===== config.mk =====
export PLATFORM = sky130hd
export DESIGN_NAME = data_memory_flat
export DESIGN_NICKNAME = d
export VERILOG_FILES = /design/src/rtl/dmem_pkg.sv /design/src/rtl/dmem_if.sv /design/src/rtl/dmem_array.sv /design/src/rtl/data_memory.sv /design/src/flat_wrapper.sv
export SDC_FILE = /design/constraint.sdc
export NUM_CORES = 2
export LEC_CHECK = 0
export ABC_AREA = 1
export BUFFER_PORTS_ARGS = -buffer_cell sky130_fd_sc_hd__buf_2
export CORE_ASPECT_RATIO = 0.6
export CORE_UTILIZATION = 25
export CTS_CLUSTER_DIAMETER = 60
export DETAILED_ROUTE_END_ITERATION = 6
export SYNTH_ARGS = -nofsm -noshare
export SYNTH_HDL_FRONTEND = slang
export SYNTH_HIERARCHICAL = 1
export SYNTH_SLANG_ARGS = --single-unit

===== constraint.sdc =====
create_clock -name clk -period 3.1 [get_ports clk]
set_input_delay 0.155 -clock clk [delete_from_list [all_inputs] [get_ports clk]]
set_output_delay 0.155 -clock clk [all_outputs]
set_load 0.05 [all_outputs]

===== src/rtl/dmem_pkg.sv =====
// dmem_pkg: shared op codes, sizes and FSM states for data_memory
package dmem_pkg;
  localparam int DMEM_DEPTH = 256;
  localparam logic [7:0] DMEM_SP_INIT = 8'hFF;
  typedef enum logic [1:0] {
    OP_LOAD  = 2'b00,
    OP_STORE = 2'b01,
    OP_PUSH  = 2'b10,
    OP_POP   = 2'b11
  } op_t;
  typedef enum logic {
    ST_CLEAR = 1'b0,
    ST_IDLE  = 1'b1
  } state_t;
endpackage


===== src/rtl/dmem_if.sv =====
// dmem_if: request/response bus between the CPU datapath and data_memory
interface dmem_if;
  import dmem_pkg::*;
  logic       req;
  op_t        op;
  logic [7:0] addr;
  logic [7:0] wdata;
  logic       ready;
  logic [7:0] rdata;
  logic       rvalid;
  logic [7:0] sp;
  logic       ovf;
  logic       unf;
  modport master (output req, op, addr, wdata, input ready, rdata, rvalid, sp, ovf, unf);
  modport slave (input req, op, addr, wdata, output ready, rdata, rvalid, sp, ovf, unf);
endinterface


===== src/rtl/dmem_array.sv =====
// dmem_array: 256x8 storage with one synchronous write port and one registered read port
module dmem_array
  import dmem_pkg::*;
(
  input  logic       clk,
  input  logic       reset,
  input  logic       we,
  input  logic [7:0] waddr,
  input  logic [7:0] wdata,
  input  logic       re,
  input  logic [7:0] raddr,
  input  logic       rclr,
  output logic [7:0] rdata
);
  logic [7:0] mem [DMEM_DEPTH];
  // write completes on the accepting edge, so a read on the next cycle sees it
  always_ff @(posedge clk) begin
    if (we) mem[waddr] <= wdata;
  end
  // read register; rclr forces the underflow-pop result to zero
  always_ff @(posedge clk) begin
    if (reset || rclr) rdata <= '0;
    else if (re) rdata <= mem[raddr];
  end
endmodule


===== src/rtl/data_memory.sv =====
// data_memory: 256x8 data memory with load/store/push/pop; DMEM_CLEAR_ON_RESET_EN zero-fills after reset
module data_memory
  import dmem_pkg::*;
(
  input  logic clk,
  input  logic reset,
  dmem_if.slave bus
);
  logic       ready, clearing, acc, we, re, rclr, rvalid, ovf, unf;
  logic [7:0] clr_addr, waddr, wd, raddr, sp, sp_nxt;
`ifdef DMEM_CLEAR_ON_RESET_EN
  state_t     state, state_nxt;
  logic [7:0] cnt;
  // state register and clear address counter; reset always restarts at address 0
  always_ff @(posedge clk) begin
    if (reset) begin
      state <= ST_CLEAR;
      cnt   <= '0;
    end else begin
      state <= state_nxt;
      if (state == ST_CLEAR) cnt <= cnt + 8'd1;
    end
  end
  // leave CLEAR right after writing the last word
  always_comb begin
    state_nxt = state;
    state_nxt = (state == ST_CLEAR && cnt == 8'hFF) ? ST_IDLE : state;
  end
  assign ready    = state == ST_IDLE;
  assign clearing = state == ST_CLEAR && !reset;
  assign clr_addr = cnt;
`else
  assign ready    = 1'b1;
  assign clearing = 1'b0;
  assign clr_addr = '0;
`endif
  assign acc = bus.req && ready && !reset;
  // array port steering and next stack pointer
  always_comb begin
    we     = clearing || (acc && (bus.op == OP_STORE || (bus.op == OP_PUSH && sp != 8'h00)));
    waddr  = clearing ? clr_addr : (bus.op == OP_STORE ? bus.addr : sp);
    wd     = clearing ? 8'h00 : bus.wdata;
    re     = acc && (bus.op == OP_LOAD || (bus.op == OP_POP && sp != 8'hFF));
    raddr  = bus.op == OP_LOAD ? bus.addr : sp + 8'd1;
    rclr   = acc && bus.op == OP_POP && sp == 8'hFF;
    sp_nxt = (acc && bus.op == OP_PUSH && sp != 8'h00) ? sp - 8'd1 :
             (acc && bus.op == OP_POP && sp != 8'hFF) ? sp + 8'd1 : sp;
  end
  // stack pointer, sticky flags and the read strobe
  always_ff @(posedge clk) begin
    if (reset) begin
      sp     <= DMEM_SP_INIT;
      ovf    <= 1'b0;
      unf    <= 1'b0;
      rvalid <= 1'b0;
    end else begin
      sp     <= sp_nxt;
      ovf    <= ovf || (acc && bus.op == OP_PUSH && sp == 8'h00);
      unf    <= unf || rclr;
      rvalid <= acc && (bus.op == OP_LOAD || bus.op == OP_POP);
    end
  end
  dmem_array u_array (
    .clk   (clk),
    .reset (reset),
    .we    (we),
    .waddr (waddr),
    .wdata (wd),
    .re    (re),
    .raddr (raddr),
    .rclr  (rclr),
    .rdata (bus.rdata)
  );
  assign bus.ready  = ready;
  assign bus.rvalid = rvalid;
  assign bus.sp     = sp;
  assign bus.ovf    = ovf;
  assign bus.unf    = unf;
endmodule


===== src/flat_wrapper.sv =====
// flat-port wrapper written by rule: the top's interface ports become plain ports
module data_memory_flat import dmem_pkg::*;
  (clk, reset, bus_req, bus_op, bus_addr, bus_wdata, bus_ready, bus_rdata, bus_rvalid, bus_sp, bus_ovf, bus_unf);
  dmem_if bus_i ();
  input  logic clk;
  input  logic reset;
  input wire logic [$bits(bus_i.req)-1:0] bus_req;
  input wire logic [$bits(bus_i.op)-1:0] bus_op;
  input wire logic [$bits(bus_i.addr)-1:0] bus_addr;
  input wire logic [$bits(bus_i.wdata)-1:0] bus_wdata;
  output wire logic [$bits(bus_i.ready)-1:0] bus_ready;
  output wire logic [$bits(bus_i.rdata)-1:0] bus_rdata;
  output wire logic [$bits(bus_i.rvalid)-1:0] bus_rvalid;
  output wire logic [$bits(bus_i.sp)-1:0] bus_sp;
  output wire logic [$bits(bus_i.ovf)-1:0] bus_ovf;
  output wire logic [$bits(bus_i.unf)-1:0] bus_unf;
  assign bus_i.req = bus_req;
  assign bus_i.op = bus_op;
  assign bus_i.addr = bus_addr;
  assign bus_i.wdata = bus_wdata;
  assign bus_ready = bus_i.ready;
  assign bus_rdata = bus_i.rdata;
  assign bus_rvalid = bus_i.rvalid;
  assign bus_sp = bus_i.sp;
  assign bus_ovf = bus_i.ovf;
  assign bus_unf = bus_i.unf;
  data_memory u_core (.clk(clk), .reset(reset), .bus(bus_i));
endmodule

==> reports/metrics.yaml <==
routing:
  wl_per_cell_um: 21.5
  vias: 60248
  avgViaCountPerCell: 4.85
  drt_iter0_drc: 9152
  drt_pass1_iterations: 6
  postRouteAntennaNets: 0
  drc_errors: 0
  drt_wl_total_um: 267000
floorplan:
  initial_core_util_pct: 25.1
  die_h_um: 453
  dieArea_um2: 342000
  core-area_um2: 337000
  die_x_um: 754
  core.rowCount: 165
  num_io_pins: 41
logic_synthesis:
  syn_nets: 7268
  postSynthCellCount: 7240
  synthTopCellsByArea: "edfxtp_1 73%, nand3_1 12%, nand2_1 9.7%"
  syn_area_um2: 84800
  postSynth.asyncResetShare_pct: 0
  ys_ff_latch: 2067
  yosysTopAreaCell: "edfxtp_1"
  synth_top_flop_cell: "edfxtp_1"
  yosysUniqueCellTypes: 32
  synth_edf_count: 2048
  syn_avg_cell_area_um2: 11.7
  yosysWarnings: 6
  yosysTopAreaCellShare_pct: 72.5
  ys_seq_area_share_pct: 73.0
global_routing:
  grt-ovfl-total: 0
  grt_first_pass_wirelength_um: 384000
  grt_max_degree: 119
  track_usage_pct: 14.9
  grt_pass1_vias: 56191
  antenna_found_initial: 9
outcome:
  status: "finished with violations"
  violations: "negative setup slack"
critical_path:
  cp-start-kind: "register"
  cp.arrival_ps: 3920
  path_max_fanout: 10
  endpoint_kind: "register"
  crit_type: "register to register"
  worstPathRequired_ps: 3910
cells_and_area:
  fin_area_um2: 103000
  post-route-util_pct: 30.5
  area_growth_pct: 21.2
  nets: 7802
  drive_gt1_share_pct: 15.5
clocking:
  cts_tree: "done"
  h-tree-depth: 4
  cts_root_buffer: "clkbuf_16"
  cts_sinks: 2067
  cts_buffer_depth: 4
  path_clk_slew_ps: 70
  cts_made_buffers: 182
  worst_skew_pair.late_latency_ps: 860
placed_design:
  hpwl_um: 170000
  io_buffers: 39
  gp_congestion: 0.905
  placed_area_um2: 95500
timing:
  fmax_mhz: 322
  tightest_slew_ps: 918
  fin_skew_ps: 90.4
  hold_viol_final: 0
  setup_violations: 2
  post-route-period-util_pct: 100
  slew_headroom_pct: 38.7
  worst_slack_ps: -9.21
  rsz0062_at_grt: "yes"
  period_needed_ps: 3110
  timing.final.max_slew_violations: 0
pwr:
  clkPwrFrac_pct: 35.6
  ir_drop_uv: 451
  p_leak_nw: 36.3
  p_int_mw: 46.0
  power_frac_seq_pct: 48.7
  swShare_pct: 27.1
  p_comb_share_pct: 15.7
  power_density_nw_per_um2: 614
  p_sw_mw: 17.1
worst_hold_path:
  hp-class: "input port to register"
job:
  maxCapViolations: 0
## stage by stage
step           power, mW  setup slack, ps  hold WS, ps  instances  setup TNS [ps]
2_1_floorplan       35.7             12.2          227       7240               0
3_3_place_gp        40.1             -504          414      12047           -3820
3_5_place_dp        40.1             -442          414      12047           -3360
4_1_cts             62.7            -16.2         74.4      12388           -28.8
5_1_grt             65.0             -115          154      12417            -742
6_report            63.2            -9.21          154      12421           -12.4
## synthesized netlist by cell type, types with 5 or more instances
master,n
nor2_4,5
nand3_1,2053
nand2_1,2193
dfxtp_1,19
nor2_1,313
buf_6,15
o21ai_0,15
edfxtp_1,2048
ha_1,7
clkbuf_1,115
buf_2,243
inv_1,66
buf_4,68
buf_1,51
## power groups by stage
stage	clock network [mW]	registers [mW]	logic (mW)
after detailed placement	0	31.4	8.78
after CTS	22.8	30.7	9.19
final	22.5	30.7	9.93
after global placement	0	31.4	8.74
after floorplan	0	31.4	4.30
after global routing	23.8	30.7	10.4
## registers in the layout, indices dropped and copies added, names as in the netlist
name                  flops
u_core/bus.unf            1
u_core/bus.ovf            1
u_core/bus.rvalid         1
u_core/bus.sp             8
u_core/u_array/rdata      8
u_core/u_array/mem     2048
## worst max-delay path: stages, from the launching register on
cell       delay (ps)
dfxtp_2           340
buf_6             130
ha_2              190
inv_1              60
nand2_1            80
nand2_2            80
o21ai_4           290
buf_4             190
buf_12            170
clkbuf_16         210
nand3_1            90
nand3_1           230
nand3_1           210
nand3_1           180
nand3_2           170
nand2_1           140
nand2_1            60
nand3_1           100
nand2_1            50
inv_1              50
## cell families after synthesis
logic type | count (synthesis) | share of synthesized area [%]
flops | 2067 | 73.0
fa+ha+maj | 7 | 0.103
simple gates | 4573 | 23.4
compound gates | 21 | 0.140
other cells | 1 | 0.00442
xor+xnor | 4 | 0.0413
mux | 1 | 0.0133
buf+inv | 566 | 3.33
## layout make-up
class	count	area (µm²)
clock inverters	89	823
multi-input cells	4607	20800
well taps	4509	5640
inverters	72	314
fillers	33599	234000
diodes	7	17.5
flip-flops and latches	2067	61900
clock buffers	226	4810
repair buffers	844	8450
## worst paths after layout
kind	startpoint	endpoint	slack [ps]	cells past startpoint
max	u_core/bus.sp[1]	u_core/u_array/rdata[6]	-9	19
min	bus_addr[7]	u_core/u_array/rdata[2]	150	8
max reg2reg	u_core/bus.sp[1]	u_core/u_array/rdata[6]	-9	19
min reg2reg	u_core/bus.unf	u_core/bus.unf	500	2
## placed cells by master (no fill, tap or decap), types with 33 or more instances in the layout
master and n:
edfxtp_1 2048, buf_12 126, buf_4 627, nand3_1 1944, nor2_1 312, nand2_1 2184
clkinv_1 33, clkbuf_16 190, inv_1 63, clkbuf_1 39, nand3_2 96
## layer usage
layer,GRT usage (%),vias up,part of all wire [%]
met5,0,-,0
met4,3.55,0,2.4
met3,4.52,361,14
met2,20.1,3706,39
met1,23.0,29519,44
li1,-,26662,-
## what timing repair did
item / in CTS / in global routing
hold buffers: 13 / 0
cloned: 8 / 4
endpoints found under the hold margin: 536 / 0
setup buffers: 6 / 22
pin swaps: 3 / 13
resized for setup: 74 / 106
setup endpoints to repair: 8 / 16
Note: power is estimated with default switching activity, not from simulation.
